--- config.mk ---
export PLATFORM = sky130hd
export DESIGN_NAME = multicycle_maindec
export DESIGN_NICKNAME = d
export VERILOG_FILES = /design/src/rtl/multicycle_maindec.sv
export SDC_FILE = /design/constraint.sdc
export NUM_CORES = 1
export LEC_CHECK = 0
export CORE_UTILIZATION = 36
export CTS_CLUSTER_DIAMETER = 150
export CTS_CLUSTER_SIZE = 8
export DETAILED_ROUTE_END_ITERATION = 10
export GPL_ROUTABILITY_DRIVEN = 1
export PLACE_DENSITY = 0.75
export SLEW_MARGIN = 0
export SYNTH_ARGS = -nofsm -noshare
export SYNTH_HDL_FRONTEND = slang
export SYNTH_SLANG_ARGS = --single-unit
--- constraint.sdc ---
create_clock -name clk -period 1.4 [get_ports clk]
set_input_delay 0.35 -clock clk [delete_from_list [all_inputs] [get_ports clk]]
set_output_delay 0.35 -clock clk [all_outputs]
set_load 0.05 [all_outputs]
--- src/rtl/multicycle_maindec.sv ---
// Main control FSM for the multicycle MIPS datapath: sequences each instruction
// through fetch/decode/execute/memory/writeback and drives datapath controls.
module multicycle_maindec #(
    parameter int EXT_OPS       = 1,
    parameter int MEM_HANDSHAKE = 1
) (
    input  logic       clk,
    input  logic       reset_n,
    input  logic [5:0] op,
    input  logic       mem_ready,
    output logic       pcwrite,
    output logic       branch,
    output logic       branch_ne,
    output logic       irwrite,
    output logic       memwrite,
    output logic       regwrite,
    output logic       iord,
    output logic       memtoreg,
    output logic       regdst,
    output logic       alusrca,
    output logic [1:0] alusrcb,
    output logic [1:0] pcsrc,
    output logic [1:0] aluop,
    output logic       logic_or,
    output logic       imm_zext,
    output logic       illegal_op,
    output logic [3:0] state
);

    typedef enum logic [3:0] {
        S_FETCH   = 4'd0,
        S_DECODE  = 4'd1,
        S_MEMADR  = 4'd2,
        S_MEMRD   = 4'd3,
        S_MEMWB   = 4'd4,
        S_MEMWR   = 4'd5,
        S_EXECUTE = 4'd6,
        S_ALUWB   = 4'd7,
        S_BRANCH  = 4'd8,
        S_IMMEX   = 4'd9,
        S_IMMWB   = 4'd10,
        S_JUMP    = 4'd11
    } state_t;

    localparam logic [5:0] OP_RTYPE = 6'b000000;
    localparam logic [5:0] OP_LW    = 6'b100011;
    localparam logic [5:0] OP_SW    = 6'b101011;
    localparam logic [5:0] OP_BEQ   = 6'b000100;
    localparam logic [5:0] OP_BNE   = 6'b000101;
    localparam logic [5:0] OP_ADDI  = 6'b001000;
    localparam logic [5:0] OP_ANDI  = 6'b001100;
    localparam logic [5:0] OP_ORI   = 6'b001101;
    localparam logic [5:0] OP_J     = 6'b000010;

    localparam logic EXT = (EXT_OPS != 0);
    localparam logic HS  = (MEM_HANDSHAKE != 0);

    state_t cur_state;
    state_t next_state;
    logic   illegal_q;
    logic   illegal_set;
    logic   mem_ok;

    logic   is_rtype, is_lw, is_sw, is_beq, is_bne;
    logic   is_addi, is_andi, is_ori, is_j;

    logic   pcwrite_s, branch_s, branch_ne_s, irwrite_s, memwrite_s, regwrite_s;

    assign mem_ok = HS ? mem_ready : 1'b1;

    assign is_rtype = (op == OP_RTYPE);
    assign is_lw    = (op == OP_LW);
    assign is_sw    = (op == OP_SW);
    assign is_beq   = (op == OP_BEQ);
    assign is_bne   = EXT && (op == OP_BNE);
    assign is_addi  = (op == OP_ADDI);
    assign is_andi  = EXT && (op == OP_ANDI);
    assign is_ori   = EXT && (op == OP_ORI);
    assign is_j     = (op == OP_J);

    always_ff @(posedge clk or negedge reset_n) begin
        if (!reset_n) begin
            cur_state <= S_FETCH;
            illegal_q <= 1'b0;
        end else begin
            cur_state <= next_state;
            if (illegal_set) begin
                illegal_q <= 1'b1;
            end
        end
    end

    always_comb begin
        next_state  = S_FETCH;
        illegal_set = 1'b0;
        pcwrite_s   = 1'b0;
        branch_s    = 1'b0;
        branch_ne_s = 1'b0;
        irwrite_s   = 1'b0;
        memwrite_s  = 1'b0;
        regwrite_s  = 1'b0;
        iord        = 1'b0;
        memtoreg    = 1'b0;
        regdst      = 1'b0;
        alusrca     = 1'b0;
        alusrcb     = 2'b00;
        pcsrc       = 2'b00;
        aluop       = 2'b00;
        logic_or    = 1'b0;
        imm_zext    = 1'b0;

        case (cur_state)
            S_FETCH: begin
                alusrcb    = 2'b01;
                irwrite_s  = mem_ok;
                pcwrite_s  = mem_ok;
                next_state = mem_ok ? S_DECODE : S_FETCH;
            end
            S_DECODE: begin
                // Branch target is precomputed into ALUOut while the opcode resolves.
                alusrcb = 2'b11;
                if (is_rtype) begin
                    next_state = S_EXECUTE;
                end else if (is_lw || is_sw) begin
                    next_state = S_MEMADR;
                end else if (is_beq || is_bne) begin
                    next_state = S_BRANCH;
                end else if (is_addi || is_andi || is_ori) begin
                    next_state = S_IMMEX;
                end else if (is_j) begin
                    next_state = S_JUMP;
                end else begin
                    next_state  = S_FETCH;
                    illegal_set = 1'b1;
                end
            end
            S_MEMADR: begin
                alusrca    = 1'b1;
                alusrcb    = 2'b10;
                next_state = is_sw ? S_MEMWR : S_MEMRD;
            end
            S_MEMRD: begin
                iord       = 1'b1;
                next_state = mem_ok ? S_MEMWB : S_MEMRD;
            end
            S_MEMWB: begin
                regwrite_s = 1'b1;
                memtoreg   = 1'b1;
                next_state = S_FETCH;
            end
            S_MEMWR: begin
                // memwrite stays up for the whole wait so the memory sees a stable request.
                iord       = 1'b1;
                memwrite_s = 1'b1;
                next_state = mem_ok ? S_FETCH : S_MEMWR;
            end
            S_EXECUTE: begin
                alusrca    = 1'b1;
                aluop      = 2'b10;
                next_state = S_ALUWB;
            end
            S_ALUWB: begin
                regdst     = 1'b1;
                regwrite_s = 1'b1;
                next_state = S_FETCH;
            end
            S_BRANCH: begin
                alusrca     = 1'b1;
                aluop       = 2'b01;
                pcsrc       = 2'b01;
                branch_s    = is_beq;
                branch_ne_s = is_bne;
                next_state  = S_FETCH;
            end
            S_IMMEX: begin
                alusrca = 1'b1;
                alusrcb = 2'b10;
                if (is_andi || is_ori) begin
                    aluop    = 2'b11;
                    imm_zext = 1'b1;
                    logic_or = op[0];
                end
                next_state = S_IMMWB;
            end
            S_IMMWB: begin
                regwrite_s = 1'b1;
                next_state = S_FETCH;
            end
            S_JUMP: begin
                pcsrc      = 2'b10;
                pcwrite_s  = 1'b1;
                next_state = S_FETCH;
            end
            default: begin
                next_state = S_FETCH;
            end
        endcase
    end

    // Strobes are gated by reset_n so they fall asynchronously with the reset.
    assign pcwrite    = pcwrite_s   & reset_n;
    assign branch     = branch_s    & reset_n;
    assign branch_ne  = branch_ne_s & reset_n;
    assign irwrite    = irwrite_s   & reset_n;
    assign memwrite   = memwrite_s  & reset_n;
    assign regwrite   = regwrite_s  & reset_n;

    assign illegal_op = illegal_q;
    assign state      = cur_state;

endmodule

==> results of run 1 <==
## kinds of logic after synthesis
logic type	Yosys count	synth area share (%)
buf+inv	8	8.02
xor+xnor	1	1.34
compound gates	20	20.4
mux	1	1.53
simple gates	46	49.6
flops	5	19.1
## through the flow
step                hold slack [ns]  setup slack (ns)  utilization, %
floorplan                    0.0544            -0.941               -
global placement              0.530            -0.639            91.9
detailed placement            0.534            -0.672            91.9
==> results.yml, run 1 <==
synthesis:
  syn_avg_cell_area_um2: 8.09
  synth_edf_count: 0
  synth_ff_type: "dfrtp_1"
  yosys-top-cells-count: "nor2_1 (6), dfrtp_1 (5), nor3_1 (5)"
  syn_inst: 81
  syn-cell-area_um2: 656
  ys_seq_area_share_pct: 19.1
  yosys_warnings: 0
  synth.largest_area_cell: "dfrtp_1"
  synth.most_common_cell: "nor2_1"
  synth_cell_types: 43
  synthDominantCellAreaShare_pct: 19.1
  synth_fp_nets: 90
  ys_ff_latch: 5
  ys_async_sr_fraction_pct: 100
  synth_area_leaders: "dfrtp_1 (19%), nor3_2 (6.1%), buf_4 (4.6%)"
run_status:
  status: "stopped before the end"
  stop_stage: "clock tree synthesis (4_1_cts)"
  tool.error: "[ERROR DPL-0038] Utilization greater than 100%, impossible to legalize"
floorplan:
  boundaryPins: 32
  rows: 15
  initial_core_util_pct: 38.4
  die_x_um: 44.7
  die_y_um: 44.7
clock_network:
  postCtsHoldBufs: 0
  htree_levels: 1
  clock-root-buffer: "clkbuf_4"
  clock_sinks: 5
  post-cts-setup-buffers: 15
  numCtsBuffers: 3
  clk_path_buf_depth: 2
  cts.repair.resized: 44
placement:
  portBuffers: 31
  dp.cells: 168
  gp_congestion: 0.811
  placed_cell_area_mm2: 0.00157
  dp_hpwl_mm: 2.35
==> run 2, diff against run 1 <==
Settings changed: CORE_AREA set to 2 2 63 65, CORE_UTILIZATION 36 to not set, CTS_CLUSTER_DIAMETER 150 to not set, CTS_CLUSTER_SIZE 8 to not set, DIE_AREA set to 0 0 65 67, PLACE_DENSITY 0.75 to not set, PLACE_DENSITY_LB_ADDON set to 0.15.
Clock period 1.4 ns to 1.8 ns, I/O delays scaled along.
==> run 2 against run 1 <==
Against the previous run:
- the flow now finishes, with violations (negative setup slack)
- synthesized cell count stayed put
- synthesized area unchanged
==> results.yml, run 2 <==
run_status:
  status: "finished with violations"
  failed_checks: "negative setup slack"
pwr:
  ir_worst_vdd_v: 0.000299
  power.density_mw_per_mm2: 1070
  leakagePower_nw: 0.683
finish:
  final_common_cell: "buf_4"
  fillers: 344
  largest_reg_flops: 4
  final_cell_mix: "buf_4 (27), buf_12 (22), nor3_2 (5)"
  final_util_pct: 45.1
  nNetsFinal: 151
  area_delta_synth_final_pct: 148
  drive_above_1_share_pct: 66.0
  antennaDiodeCount: 0
run:
  drv_cap: 0
synthesis:
  synth_fp_nets: 90
  synth_ff_type: "dfrtp_1"
  ys_async_sr_fraction_pct: 100
  syn_avg_cell_area_um2: 8.09
  synth_edf_count: 0
  syn-cell-area_um2: 656
  synth.most_common_cell: "nor2_1"
  yosys_warnings: 0
  yosys-top-cells-count: "nor2_1 (6), dfrtp_1 (5), nor3_1 (5)"
  syn_inst: 81
  synth.largest_area_cell: "dfrtp_1"
  ys_ff_latch: 5
  synthDominantCellAreaShare_pct: 19.1
  ys_seq_area_share_pct: 19.1
  synth_area_leaders: "dfrtp_1 (19%), nor3_2 (6.1%), buf_4 (4.6%)"
  synth_cell_types: 43
route:
  route.detailed.drc: 0
  vias: 836
  firstDrtPassIters: 4
  vias_per_cell: 4.42
  ant_nets: 0
  avgRoutedWirePerCell_um: 12.0
  initialDrtViolationCount: 14
  routed_wl_mm: 2.28
timing:
  clock.fmax_mhz: 506
  fin_crit_sh_pct: 110
  rsz0062_at_grt: "yes"
  tns_ns: -1.35
  max_slew.worst_pin.slew_ns: 0.321
  drv_slew: 0
  finalSetupViolCount: 12
  slew_headroom_pct: 78.6
  finalWorstSetupSlack_ns: -0.178
  finClkSkew_ns: 0.000751
  finalHoldViolations: 0
  fin_crit_ns: 1.98
worst_setup_path:
  worst_setup_path_end_kind: "primary output"
  cp.arrival_ns: 1.53
  worstPathMaxFanout: 6
  startpoint_type: "flop"
  critPathKind: "flop to primary output"
  required_ns: 1.35
  ff2ff_setup_slack_ns: 0.38
global_route:
  grt-ovfl-total: 0
  antenna_found_initial: 0
  grt_pass1_wl_mm: 3.80
  grt_pass1_vias: 820
  grt_usage_pct: 11.3
  grt_max_degree: 11
clock_network:
  numCtsBuffers: 3
  clock_latency_ns: 0.22
  cts_tree: "yes"
  clock_sinks: 5
  postCtsHoldBufs: 0
  clk_path_buf_depth: 2
  clk_pin_slew_ns: 0.03
  clock-root-buffer: "clkbuf_8"
  htree_levels: 1
placement:
  dp_hpwl_mm: 1.88
  gp_congestion: 0.773
  portBuffers: 31
floorplan:
  initial_core_util_pct: 18.2
  die_y_um: 67
  core_area_mm2: 0.00361
  die_x_um: 65
  die_area_mm2: 0.00436
  boundaryPins: 32
  rows: 22
hold_path:
  hp-class: "flop to flop"
-- run 2: cell counts after synthesis --
Identical to the previous run, type by type.
-- run 2: critical path, stage by stage, from the launching register on --
cell and delay [ns]:
dfrtp_2 0.45, or2b_4 0.28, nor2_4 0.09, and3_4 0.21
and2_4 0.15, buf_12 0.13
-- run 2: cell type report --
class	instances	area, µm²	share of cell area (%)
well taps	48	60.1	3.70
flip-flops and latches	5	130	8.01
multi-input cells	68	617	38.0
clock buffers	4	45.0	2.77
repair buffers	61	759	46.7
inverters	3	13.8	0.847
-- run 2: repair_timing --
| item | 4_1_cts | 5_1_grt |
|---|---|---|
| pin swaps | 8 | 6 |
| setup endpoints to repair | 14 | 13 |
| resized for setup | 19 | 9 |
| setup buffers | 3 | 5 |
-- run 2: cell families after synthesis --
family / Yosys count / synth area share [%]
and+or+nand+nor: 46 / 49.6
buffers and inverters: 8 / 8.02
muxes: 1 / 1.53
xor gates and xnor gates: 1 / 1.34
DFF: 5 / 19.1
AOI/OAI and AO/OA: 20 / 20.4
-- run 2: metal layers --
metal	part of all wire, %	GRT usage (%)	vias to the layer above
li1	-	-	418
met1	42	14.1	392
met2	52	19.2	22
met3	4.3	1.18	4
met4	1.9	5.59	0
met5	0	0	-
-- run 2: final timing paths --
check | from | end | cells past startpoint
worst max-delay path | state[1] | logic_or | 5
worst min-delay path | illegal_op | illegal_op | 1
worst max register to register | state[0] | state[1] | 6
worst min register to register | illegal_op | illegal_op | 1
max in group asynchronous | reset_n | state[2] | 2
min in group asynchronous | reset_n | illegal_op | 2
-- run 2: power breakdown --
group / internal [mW] / switching (mW) / total [mW]
Clock: 0.152 / 0.0524 / 0.204
Combinational: 0.654 / 0.696 / 1.35
Sequential: 0.142 / 0.0472 / 0.189
Total: 0.947 / 0.796 / 1.74
-- run 2: stage by stage --
step / hold slack, ns / setup WS [ns] / power [mW] / std cells / instance area, µm²
2_1_floorplan: 0.154 / -0.641 / 0.888 / 81 / 758
6_report: 0.472 / -0.178 / 1.74 / 189 / 1630
3_3_place_gp: 0.471 / -0.456 / 1.45 / 178 / 1470
4_1_cts: 0.480 / -0.178 / 1.70 / 185 / 1570
5_1_grt: 0.519 / -0.242 / 1.83 / 189 / 1630
3_5_place_dp: 0.469 / -0.538 / 1.45 / 178 / 1470
(Power assumes the default switching activity.)
==> run 3, diff against run 2 <==
Settings changed: ABC_AREA set to 0.
==> results of run 3 <==
No change in the layout: final DEF, timing and power equal those of run 2.
